[src/rtl/multi_cycle_control_unit.sv]
// multi_cycle_control_unit: RV32I multi-cycle FSM sequencer with ready stalls, ECALL halt and retire counter
module multi_cycle_control_unit #(
  parameter bit USE_MEM_READY   = 1'b1,
  parameter int CNT_W           = 32,
  parameter bit HALT_ON_ILLEGAL = 1'b0
) (
  input  logic             clk,
  input  logic             reset,
  input  logic [6:0]       opcode,
  input  logic             bcond,
  input  logic             mem_ready,
  input  logic             ecall_halt,
  output logic             pc_write,
  output logic             pc_source,
  output logic             i_or_d,
  output logic             mem_read,
  output logic             mem_write,
  output logic             ir_write,
  output logic             reg_write,
  output logic [1:0]       wb_sel,
  output logic             alu_src_a,
  output logic [1:0]       alu_src_b,
  output logic [1:0]       alu_op,
  output logic             is_halted,
  output logic             illegal_inst,
  output logic [3:0]       state,
  output logic [CNT_W-1:0] retired_count
);
  typedef enum logic [3:0] {
    S_IF = 4'd0, S_ID = 4'd1, S_EX = 4'd2, S_MEM_RD = 4'd3, S_MEM_WR = 4'd4,
    S_WB = 4'd5, S_WB_LD = 4'd6, S_BR_NT = 4'd7, S_JALR_WB = 4'd8, S_HALT = 4'd9
  } state_t;
  localparam logic [6:0] OP_R = 7'b0110011, OP_I = 7'b0010011, OP_LW = 7'b0000011,
    OP_SW = 7'b0100011, OP_BR = 7'b1100011, OP_JAL = 7'b1101111, OP_JALR = 7'b1100111,
    OP_ECALL = 7'b1110011;
  state_t cur, nxt;
  logic retire;
  logic rdy;
  assign rdy = USE_MEM_READY ? mem_ready : 1'b1;
  assign state = cur;
  // state register and retired-instruction counter
  always_ff @(posedge clk or negedge reset) begin
    if (!reset) begin
      cur <= S_IF;
      retired_count <= '0;
    end else begin
      cur <= nxt;
      if (retire) retired_count <= retired_count + CNT_W'(1);
    end
  end
  // next state and control outputs; everything forced low while reset is held
  always_comb begin
    nxt = S_IF;
    retire = 1'b0;
    pc_write = 1'b0;
    pc_source = 1'b0;
    i_or_d = 1'b0;
    mem_read = 1'b0;
    mem_write = 1'b0;
    ir_write = 1'b0;
    reg_write = 1'b0;
    wb_sel = 2'd0;
    alu_src_a = 1'b0;
    alu_src_b = 2'd0;
    alu_op = 2'd0;
    is_halted = 1'b0;
    illegal_inst = 1'b0;
    case (cur)
      S_IF: begin
        mem_read = 1'b1;
        alu_src_b = 2'd1;
        ir_write = rdy;
        nxt = rdy ? S_ID : S_IF;
      end
      S_ID: begin
        alu_src_b = 2'd2;
        case (opcode)
          OP_R, OP_I, OP_LW, OP_SW, OP_BR, OP_JAL, OP_JALR: nxt = S_EX;
          OP_ECALL: begin
            if (ecall_halt) nxt = S_HALT;
            else begin
              alu_src_b = 2'd1;
              pc_write = 1'b1;
              retire = 1'b1;
            end
          end
          default: begin
            illegal_inst = 1'b1;
            if (HALT_ON_ILLEGAL) nxt = S_HALT;
            else begin
              alu_src_b = 2'd1;
              pc_write = 1'b1;
            end
          end
        endcase
      end
      S_EX: begin
        case (opcode)
          OP_R: begin
            alu_src_a = 1'b1;
            alu_op = 2'd2;
            nxt = S_WB;
          end
          OP_I: begin
            alu_src_a = 1'b1;
            alu_src_b = 2'd2;
            alu_op = 2'd2;
            nxt = S_WB;
          end
          OP_LW, OP_SW, OP_JALR: begin
            alu_src_a = 1'b1;
            alu_src_b = 2'd2;
            nxt = opcode == OP_LW ? S_MEM_RD : opcode == OP_SW ? S_MEM_WR : S_JALR_WB;
          end
          OP_BR: begin
            alu_src_a = 1'b1;
            alu_op = 2'd1;
            pc_write = bcond;
            pc_source = bcond;
            retire = bcond;
            nxt = bcond ? S_IF : S_BR_NT;
          end
          OP_JAL: begin
            alu_src_b = 2'd1;
            reg_write = 1'b1;
            wb_sel = 2'd2;
            pc_write = 1'b1;
            pc_source = 1'b1;
            retire = 1'b1;
          end
          default: nxt = S_IF;
        endcase
      end
      S_MEM_RD: begin
        i_or_d = 1'b1;
        mem_read = 1'b1;
        alu_src_a = 1'b1;
        alu_src_b = 2'd2;
        nxt = rdy ? S_WB_LD : S_MEM_RD;
      end
      S_MEM_WR: begin
        i_or_d = 1'b1;
        mem_write = 1'b1;
        alu_src_a = !rdy;
        alu_src_b = rdy ? 2'd1 : 2'd2;
        pc_write = rdy;
        retire = rdy;
        nxt = rdy ? S_IF : S_MEM_WR;
      end
      S_WB, S_WB_LD: begin
        reg_write = 1'b1;
        wb_sel = cur == S_WB_LD ? 2'd1 : 2'd0;
        alu_src_b = 2'd1;
        pc_write = 1'b1;
        retire = 1'b1;
      end
      S_BR_NT: begin
        alu_src_b = 2'd1;
        pc_write = 1'b1;
        retire = 1'b1;
      end
      S_JALR_WB: begin
        alu_src_b = 2'd1;
        reg_write = 1'b1;
        wb_sel = 2'd2;
        pc_write = 1'b1;
        pc_source = 1'b1;
        retire = 1'b1;
      end
      S_HALT: begin
        is_halted = 1'b1;
        nxt = S_HALT;
      end
      default: nxt = S_IF;
    endcase
    if (!reset) begin
      pc_write = 1'b0;
      pc_source = 1'b0;
      i_or_d = 1'b0;
      mem_read = 1'b0;
      mem_write = 1'b0;
      ir_write = 1'b0;
      reg_write = 1'b0;
      wb_sel = 2'd0;
      alu_src_a = 1'b0;
      alu_src_b = 2'd0;
      alu_op = 2'd0;
      is_halted = 1'b0;
      illegal_inst = 1'b0;
      retire = 1'b0;
    end
  end
endmodule
[config.mk]
export PLATFORM = sky130hd
export DESIGN_NAME = multi_cycle_control_unit
export DESIGN_NICKNAME = d
export VERILOG_FILES = /design/src/rtl/multi_cycle_control_unit.sv
export SDC_FILE = /design/constraint.sdc
export NUM_CORES = 1
export LEC_CHECK = 0
export BUFFER_PORTS_ARGS = -buffer_cell sky130_fd_sc_hd__buf_2
export CAP_MARGIN = 20
export CORE_MARGIN = 10
export CORE_UTILIZATION = 42
export DETAILED_ROUTE_END_ITERATION = 8
export GPL_TIMING_DRIVEN = 0
export PLACE_DENSITY = 0.75
export SETUP_SLACK_MARGIN = 0.1
export SYNTH_ARGS = -nofsm -noshare
export SYNTH_HDL_FRONTEND = slang
export SYNTH_SLANG_ARGS = --single-unit
[constraint.sdc]
create_clock -name clk -period 5.2 [get_ports clk]
set_clock_uncertainty 0.2 [all_clocks]
set_input_delay 1.04 -clock clk [delete_from_list [all_inputs] [get_ports clk]]
set_output_delay 1.04 -clock clk [all_outputs]
set_load 0.05 [all_outputs]
# [Yosys cells after proc, flatten, opt, wreduce, memory -nomap -nowiden]
# Cells that the tools add are included.
[totals] register_bits=36 input_bits=12 word_cells=86
[op_classes] n_addsub=1 eq_ne=17 n_mux=52 n_reduce_logical=14
[ops] operator="$add A32 B1 Y32 const B" count=1
[ops] operator="$eq A7 B7 Y1 const B" count=4
[ops] operator="$mux W1" count=24
[ops] operator="$pmux W4 S6" count=1
[ops] operator="$eq A4 B3 Y1 const B" count=4
[ops] operator="$eq A7 B6 Y1 const B" count=2
[ops] operator="$mux W2" count=7
[ops] operator="$mux W4" count=3
[ops] operator="$pmux W2 S2" count=3
[ops] operator="$pmux W4 S3" count=1
[ops] operator="$pmux W2 S5" count=1
[ops] operator="$mux W3" count=3
[ops] operator="$eq A4 B2 Y1 const B" count=2
[ops] operator="$eq A4 B4 Y1 const B" count=2
[ops] operator="$pmux W1 S2" count=4
[ops] operator="$pmux W1 S4" count=2
[ops] operator="$pmux W4 S2" count=1
[ops] operator="$reduce_or A2 Y1" count=4
[ops] operator="$reduce_or A4 Y1" count=2
[ops] operator="$reduce_or A8 Y1" count=1
[ops] operator="$eq A7 B2 Y1 const B" count=1
[ops] operator="$eq A7 B5 Y1 const B" count=1
[ops] operator="$reduce_or A7 Y1" count=1
[ops] operator="$pmux W2 S3" count=1
[ops] operator="7 further kinds" count=8

# [Depth between registers and ports, before layout]
# Gate-level depths: netlist of run 1.
[logic_depth] word_depth=5 mapped_depth=8 mapped_depth_nobuf=6

# [Least setup slack after synthesis of run 1]
# OpenSTA, ideal clock, no wires.
[synth_path] path_kind="input to output" start="in opcode[1]" end="out pc_source" t_arrival_ns=3.133 required_time_ns=3.960 path_slack_ns=0.827 path_stages=5 path_buffers=0 cell_sequence="nand2_1 > nor3_1 > nand3_1 > nor3_1 > a21o_1"
[synth_between] elab_chain_cells=4
[synth_lines] element="from (decl)" line_no="9" text="input logic [6:0] opcode,"
[synth_lines] element="$eq A7 B7 Y1" line_no="98" text="case (opcode)"
[synth_lines] element="$pmux W1 S2 *" line_no="98"
[synth_lines] element="$pmux W1 S2 *" line_no="68" text="case (cur)"
[synth_lines] element="$mux W1 *" line_no="176" text="if (!reset) begin"
[synth_lines] element="to (decl)" line_no="14" text="output logic pc_source,"
# Every way passes the cells marked *; elsewhere a longest branch is shown, timed or not.

# [Worst setup path in the final report of run 1]
[layout_path] start="in reset" end="out pc_source"
[layout_between] elab_chain_cells=1
[layout_lines] element="from (decl)" line_no="8" text="input logic reset,"
[layout_lines] element="$mux W1" line_no="176"
# No other way between the ends.

==> results of run 1 <==
## power groups by stage
| stage | clock [W] | sequential [W] | combinational (W) |
|---|---|---|---|
| 2_1_floorplan | 0 | 0.000296 | 0.0000369 |
| 4_1_cts | 0.000216 | 0.000284 | 0.0000685 |
| 3_5_place_dp | 0 | 0.000290 | 0.0000685 |
| 3_3_place_gp | 0 | 0.000290 | 0.0000675 |
| 6_report | 0.000210 | 0.000284 | 0.0000678 |
| 5_1_grt | 0.000228 | 0.000285 | 0.0000735 |
## cell type report
cell class,count,area (um2),area share
Timing Repair Buffer,63,315,0.118
Multi-Input combinational cell,188,1170,0.439
Sequential cell,36,901,0.339
Buffer,10,41.3,0.0155
Inverter,14,52.6,0.0197
Tap cell,70,87.6,0.0329
Clock buffer,7,96.3,0.0362
## layer usage
layer | vias up | global-route usage | routed length (um)
li1 | 1019 | - | -
met1 | 987 | 0.166 | 2490
met3 | 4 | 0.0367 | 345
met2 | 53 | 0.228 | 2870
met5 | - | 0 | 0
met4 | 0 | 0.0424 | 69
## logic make-up (layout without fill, tap and decap cells)
| family | count (synthesis) | after routing |
|---|---|---|
| compound gates | 39 | 39 |
| flops | 36 | 36 |
| simple gates | 116 | 116 |
| xor+xnor | 31 | 31 |
| mux | 1 | 1 |
| fa+ha+maj | 1 | 1 |
| buf+inv | 24 | 94 |
## flip-flops by register name, indices dropped and copies added, names as in the netlist
name and count:
state 4, retired_count 32
## placed cells by master, fill, tap and decap left out, types with 2 or more instances in the layout
cell type,Yosys,layout
xnor2_1,9,9
or2_2,4,4
and3_1,5,5
a31oi_1,3,3
nand3_1,11,11
dfrtp_1,36,36
a21o_1,2,2
or3_1,3,3
nor2_1,22,22
nor3_1,15,15
a21oi_1,9,9
xor2_1,21,21
o21a_1,2,2
o21ai_0,9,9
nand3b_1,2,2
nand2_1,21,21
nor4_1,10,10
nand4_1,6,6
clkbuf_8,0,7
o31ai_1,3,3
inv_1,14,14
clkbuf_1,6,6
o32ai_1,2,2
nor2b_1,5,5
nor3b_1,2,2
nand2b_1,4,4
buf_2,3,66
## synthesized netlist by cell type (all sizes together) (6+ instances only)
library cell	n
dfrtp	36
nor2	22
nand2	21
xor2	21
nor3	15
inv	14
nand3	11
nor4	10
xnor2	10
a21oi	9
o21ai	9
clkbuf	6
nand4	6
## worst reg2reg max path, delay by kind of cell (launching register included)
family	cells	cell delay, ps
AO/OA/AOI/OAI	2	820
AND/OR/NAND/NOR	3	1220
buffers and inverters	1	220
flip-flops	1	360
XOR/XNOR	1	140
## metrics by stage
step           instance area (um2)  setup slack [ps]  utilization
2_1_floorplan                 2160               827            -
3_3_place_gp                  2560              1180        0.509
3_5_place_dp                  2560              1160        0.509
4_1_cts                       2660              1160        0.528
5_1_grt                       2660               974        0.528
6_report                      2660              1250        0.528
## final timing paths
kind / cells past startpoint / start / to / slack, ps
max: 6 / reset / pc_source / 1250
max in group asynchronous: 1 / reset / state[3] / 3670
max reg2reg: 7 / state[1] / retired_count[31] / 2130
min reg2reg: 1 / retired_count[17] / retired_count[17] / 290
min in group asynchronous: 1 / reset / retired_count[7] / 630
min: 1 / retired_count[17] / retired_count[17] / 290
==> run metrics, run 1 <==
Area contributors post-synth dfrtp_1 42%, xor2_1 8.5%, nor2_1 3.8%, nand2_1 3.6%, xnor2_1 3.6%; simple logic cell fraction of the synthesized area 0.282; status finished, final reports clean; Die Area 0.00842 mm2; Clock power frac 0.374; Seq/Total Area, Yosys 0.417; Most used DFF post-synth dfrtp_1; post-synthesis mux area share 0.00521; Finished Layout Cells 388; number of synthesized flops with an enable pin 0; first-pass GRT wire length 9610 um; fillers 493; post-synth top area cell dfrtp_1; Setup TNS 0 ps; Setup Buffers After CTS 0; Synth top area share 0.417; Pwr Density 211 mW/mm2; ys async rst share 1.00; critical path type in2out; Overflow after GRT 0; worst skew pair latency 280 ps; drt via density 5.32; drt first pass iters 4; Worst slew margin 0.478; PortBufs 63; Detailed Route Iter0 Violations 47; Setup crit start kind input port; hold_buf cts 0; Max Root-Sink Buffers 2; Critical Path AT 2710 ps; Clock Tree Root clkbuf_8; Post-Synth Adder-Cell Area 0.00579; DRT antenna net count 0; Sink Count 36; routed len/inst 14.9 um; initial cell density of the core 0.429; hold_ws 290 ps; Top delay family on crit path buffers and inverters; P_int 0.000418 W; Worst-path clk slew 60 ps; Total Routing Usage GR 0.136; chip height 91.8 um; CTS tree yes; CTS buffer count 5; Slowest cell on crit path buf_2; Diodes inserted 0; Max Slew Vio Count 0; post-synthesis register bit count 36; Placeable Area 0.00504 mm2; area grow syn2layout 23.1%; Seq pwr share 0.506; Gate power share 0.121; WP buf/inv 3; DRC viols 0; chip width 91.8 um; slowest stage delay, CP 600 ps; max-cap violation count 0; Setup crit end kind primary output; H-tree levels 2; Power, Total 0.000562 W; Via Count 2063; vias in the first global route 1968; Top cell by count, worst path buf_2; GP Congestion 0.938; Max Clk Rate 253 MHz; row count 26; Cells after Synth 248; # placed instances 381; syn_nets 261; CP max FO 37; final wirelength 5780 um; Hold Vio Cnt, Final 0; number of synthesis warnings 0; I/O Pins 64; RSZ-0062 raised after global routing false; Nets 331; Synth Area per Inst 8.72 um2; largest net degree at the start of global routing 38; WP data required 3960 ps; Worst-Margin Slew 783 ps; post-synth design cell area 0.00216 mm2; post-cts sizing count 0; number of distinct library cells after synthesis 45; HPWL after detailed placement 4480 um; crit path time final 3950 ps; endpoints failing setup 0; critical path, cell by cell buf_2 > buf_2 > nand3_1 > nor3_1 > a21o_1 > buf_2; proportion of layout cells with a drive suffix above 1 0.258; largest family of logic cells by synthesized area simple AND/OR/NAND/NOR gates; Synth Area in XOR/XNOR 0.129; Compound-Gate Fraction of Synth Area 0.118; HP Class reg2reg; switching portion of total power 0.256; Lkg Pwr 1.40 nW; initial antenna violation count 0; Worst IR Drop VDD 0.000160 V; Final Cycle Share 0.759; net load switching power 0.000144 W
(Power assumes the default switching activity.)
==> run 2: changes to the inputs <==
- clock period: 5.2 -> 3.89 ns (I/O delays scaled with it)
==> run 2 against run 1 <==
Clock power rose by 30%. Sequential share of layout area barely moved. Utilization barely moved. Worst hold slack got worse by 14 ps. Worst setup slack got worse by 800 ps. Cell count rose by 0.26%. Combinational power rose by 35%. Flip-flop and latch count did not move. Critical path depth rose by 2. First-iteration DRC count rose by 66%. Register-to-register slack got worse by 1300 ps. Count of clock-buffer cells in the layout rose by 1. Critical path type unchanged. Critical endpoint is now alu_src_b[1].
==> run metrics, run 2 (synthesis gave the netlist of run 1 again) <==
status finished, final reports clean; Setup Buffers After CTS 0; Slowest cell on crit path or3_1; H-tree levels 2; DRT antenna net count 0; Setup WS post-layout 456 ps; PortBufs 63; WP buf/inv 2; largest net degree at the start of global routing 38; Detailed Route Iter0 Violations 78; first-pass GRT wire length 9600 um; chip height 91.8 um; DRC viols 0; Hold Vio Cnt, Final 0; drt via density 5.27; CP max FO 9; Worst slew margin 0.467; met2 wire length 2800 um; commonest non-fill, non-tap cell in the layout buf_2; Metal-1 WL 2620 um; WP data required 2910 ps; Worst IR Drop VDD 0.000157 V; reg2reg setup slack 810 ps; Biggest register retired_count; max reg flops 32; initial antenna violation count 0; slowest stage delay, CP 360 ps; post-cts sizing count 0; Lkg Pwr 1.40 nW; Top cell by count, worst path buf_2; Setup TNS 0 ps; row count 26; pre-CTS WS 386 ps; HPWL after detailed placement 4490 um; routed len/inst 15.0 um; hold_ws 275 ps; area grow syn2layout 23.0%; Placeable Area 0.00504 mm2; HP Class reg2reg; Die Area 0.00842 mm2; Pwr Density 280 mW/mm2; Power, Total 0.000744 W; Max Slew Vio Count 0; chip width 91.8 um; commonest non-fill, non-tap cells in the layout 66 x buf_2, 36 x dfrtp_1, 22 x nor2_1; net load switching power 0.000198 W; Top delay family on crit path simple AND/OR/NAND/NOR gates; Top Layer Used met4; Critical Path AT 2460 ps; Gate power share 0.123; Diodes inserted 0; Max Root-Sink Buffers 2; CTS tree yes; Setup crit start kind input port; max-cap violation count 0; CTS buffer count 5; Seq pwr share 0.511; Nets 331; DR WL met3 309 um; critical path type in2out; P_int 0.000546 W; crit path time final 3430 ps; critical path, cell by cell buf_2 > nand3b_1 > or3_1 > nor2_1 > o21ai_0 > and3_1 > o22ai_1 > buf_2; Overflow after GRT 0; I/O Pins 64; Final Cycle Share 0.883; GP Congestion 0.925; initial cell density of the core 0.429; Clock power frac 0.365; switching portion of total power 0.266; worst skew pair latency 290 ps; Setup crit end kind primary output; hold_buf cts 0; Total Routing Usage GR 0.133; Via Count 2049; proportion of layout cells with a drive suffix above 1 0.257; drt first pass iters 4; Clock Tree Root clkbuf_8; endpoints failing setup 0; Core Util, Final 0.528; Max Clk Rate 291 MHz; vias in the first global route 2040; Worst-Margin Slew 800 ps; RSZ-0062 raised after global routing false; fillers 486; Worst-path clk slew 70 ps; final wirelength 5840 um; Sink Count 36
-- run 2: cell count changes in the layout (fill, tap and decap cells not counted), sizes merged --
| cell | before | now |
|---|---|---|
| clkbuf | 13 | 14 |
-- run 2: area by class of cell --
class | instances | area (um2) | area share
buffer | 10 | 41.3 | 0.0155
clock buffer | 8 | 90.1 | 0.0339
inverter | 14 | 52.6 | 0.0198
multi-input combinational | 188 | 1170 | 0.441
sequential | 36 | 901 | 0.339
tap | 70 | 87.6 | 0.0329
timing repair buffer | 63 | 315 | 0.119
-- run 2: layer usage --
metal,vias to the layer above,track usage
met5,-,0
met4,0,0.0488
met3,12,0.0302
met2,54,0.224
met1,965,0.163
li1,1018,-
-- run 2: worst paths after layout --
| path | startpoint | to | cells past startpoint |
|---|---|---|---|
| hold reg to reg | retired_count[26] | retired_count[26] | 1 |
| setup / recovery | opcode[4] | alu_src_b[1] | 8 |
| max in group asynchronous | reset | retired_count[11] | 1 |
| min in group asynchronous | reset | retired_count[8] | 1 |
| setup reg to reg | state[1] | retired_count[31] | 7 |
| hold / removal | retired_count[26] | retired_count[26] | 1 |
-- run 2: power groups by stage --
stage	Clock (W)	Combinational, W	Sequential, W
final	0.000272	0.0000917	0.000380
after global routing	0.000293	0.0000995	0.000380
after CTS	0.000275	0.0000919	0.000380
after detailed placement	0	0.0000917	0.000387
after global placement	0	0.0000907	0.000387
after floorplan	0	0.0000494	0.000396
-- run 2: through the flow --
step                      instances  cell area, um2
after floorplan                 248            2170
after global placement          381            2570
after detailed placement        381            2570
after CTS                       389            2660
after global routing            389            2660
final                           389            2660
-- run 2: worst register-to-register path: stages, from the launching register on --
cell and delay (ps):
dfrtp_1 380, buf_2 230, nand2b_1 190, nor3_1 470, a21oi_1 270, a2111o_1 560, or4_4 530, xnor2_2 140
==> run 3: changes to the inputs <==
- PLACE_DENSITY: 0.75 -> 0.78
- SLEW_MARGIN: default -> 20
==> run 3 against run 2 <==
Count of clock-buffer cells in the layout unchanged. Cell area did not move. Highest routed layer unchanged. Critical path type unchanged. Critical path depth decreased by 3.
==> run metrics, run 3 (synthesis gave the netlist of run 1 again) <==
status finished, final reports clean; Setup Buffers After CTS 0; worst skew pair latency 280 ps; initial antenna violation count 0; Clock Tree Root clkbuf_8; Via Count 2065; Die Area 0.00842 mm2; commonest non-fill, non-tap cells in the layout 66 x buf_2, 36 x dfrtp_1, 22 x nor2_1; crit path time final 3460 ps; commonest non-fill, non-tap cell in the layout buf_2; switching portion of total power 0.262; Total Routing Usage GR 0.136; chip height 91.8 um; hold_buf cts 0; Worst IR Drop VDD 0.000134 V; Max Root-Sink Buffers 2; area grow syn2layout 23.0%; Setup crit end kind primary output; Clock power frac 0.363; post-cts sizing count 0; P_int 0.000546 W; chip width 91.8 um; fillers 491; GP Congestion 0.942; Seq pwr share 0.514; Diodes inserted 0; max-cap violation count 0; Worst-path clk slew 70 ps; Nets 331; worst hold path depth 1; reg2reg setup slack 840 ps; H-tree levels 2; Detailed Route Iter0 Violations 101; CP max FO 37; Gate power share 0.123; HP Class reg2reg; Overflow after GRT 0; CTS buffer count 5; vias in the first global route 2012; routed len/inst 14.9 um; Final Cycle Share 0.889; RR Endpoint retired_count[31]; Reg2Reg Launch Point state[1]; final wirelength 5820 um; Worst-Margin Slew 793 ps; Setup crit start kind input port; WHS Endpoint retired_count[24]; proportion of layout cells with a drive suffix above 1 0.257; WP data required 2910 ps; hold_sp retired_count[24]; Sink Count 36; pre-CTS WS 378 ps; Biggest register retired_count; critical path type in2out; drt first pass iters 4; HPWL after detailed placement 4480 um; Worst slew margin 0.471; drt via density 5.31; net load switching power 0.000194 W; DRC viols 0; DRT antenna net count 0; Power, Total 0.000740 W; Setup WS post-layout 432 ps; CTS tree yes; Max Slew Vio Count 0; Placeable Area 0.00504 mm2; I/O Pins 64; reg2reg path depth 7; RSZ-0062 raised after global routing false; PortBufs 63; Critical Path AT 2480 ps; Lkg Pwr 1.40 nW; first-pass GRT wire length 9680 um; Max Clk Rate 289 MHz; max reg flops 32; Pwr Density 278 mW/mm2; initial cell density of the core 0.429; Setup TNS 0 ps; Hold Vio Cnt, Final 0; endpoints failing setup 0; largest net degree at the start of global routing 38; row count 26
[run 3: metrics by stage]
stage / area, um2 / std cells / utilization / hold WS, ps
2_1_floorplan: 2170 / 248 / - / 282
3_3_place_gp: 2570 / 381 / 0.510 / 273
3_5_place_dp: 2570 / 381 / 0.510 / 280
4_1_cts: 2660 / 389 / 0.528 / 293
5_1_grt: 2660 / 389 / 0.528 / 309
6_report: 2660 / 389 / 0.528 / 287
[run 3: layer usage]
metal	GRT usage	share of wire	vias up
met1	0.164	0.42	988
met3	0.0359	0.062	8
met2	0.225	0.50	55
met5	0	0	-
met4	0.0553	0.018	0
li1	-	-	1014
[run 3: worst max-delay path by stage]
stage	from	end	slack (ps)	cells after the start
after global routing	reset	pc_write	260	5
after global placement	reset	pc_write	390	5
after detailed placement	reset	pc_write	380	5
after floorplan	opcode[1]	alu_op[1]	190	4
final	reset	pc_write	430	5
after CTS	reset	pc_write	380	5
[run 3: cell type report]
| cell class | count | area (um2) | area share |
|---|---|---|---|
| Timing Repair Buffer | 63 | 315 | 0.119 |
| Sequential cell | 36 | 901 | 0.339 |
| Clock buffer | 8 | 90.1 | 0.0339 |
| Tap cell | 70 | 87.6 | 0.0329 |
| Multi-Input combinational cell | 188 | 1170 | 0.441 |
| Inverter | 14 | 52.6 | 0.0198 |
| Buffer | 10 | 41.3 | 0.0155 |
[run 3: critical path: stages]
cell	delay, ps
buf_2	600
buf_2	350
o21ai_0	220
a31oi_1	210
buf_2	290
[run 3: power by group through the flow]
stage               Combinational, W  Clock, W  Sequential, W
finish                     0.0000907  0.000269       0.000380
global placement           0.0000907         0       0.000387
floorplan                  0.0000494         0       0.000396
detailed placement         0.0000912         0       0.000387
CTS                        0.0000914  0.000275       0.000380
global route               0.0000986  0.000296       0.000380
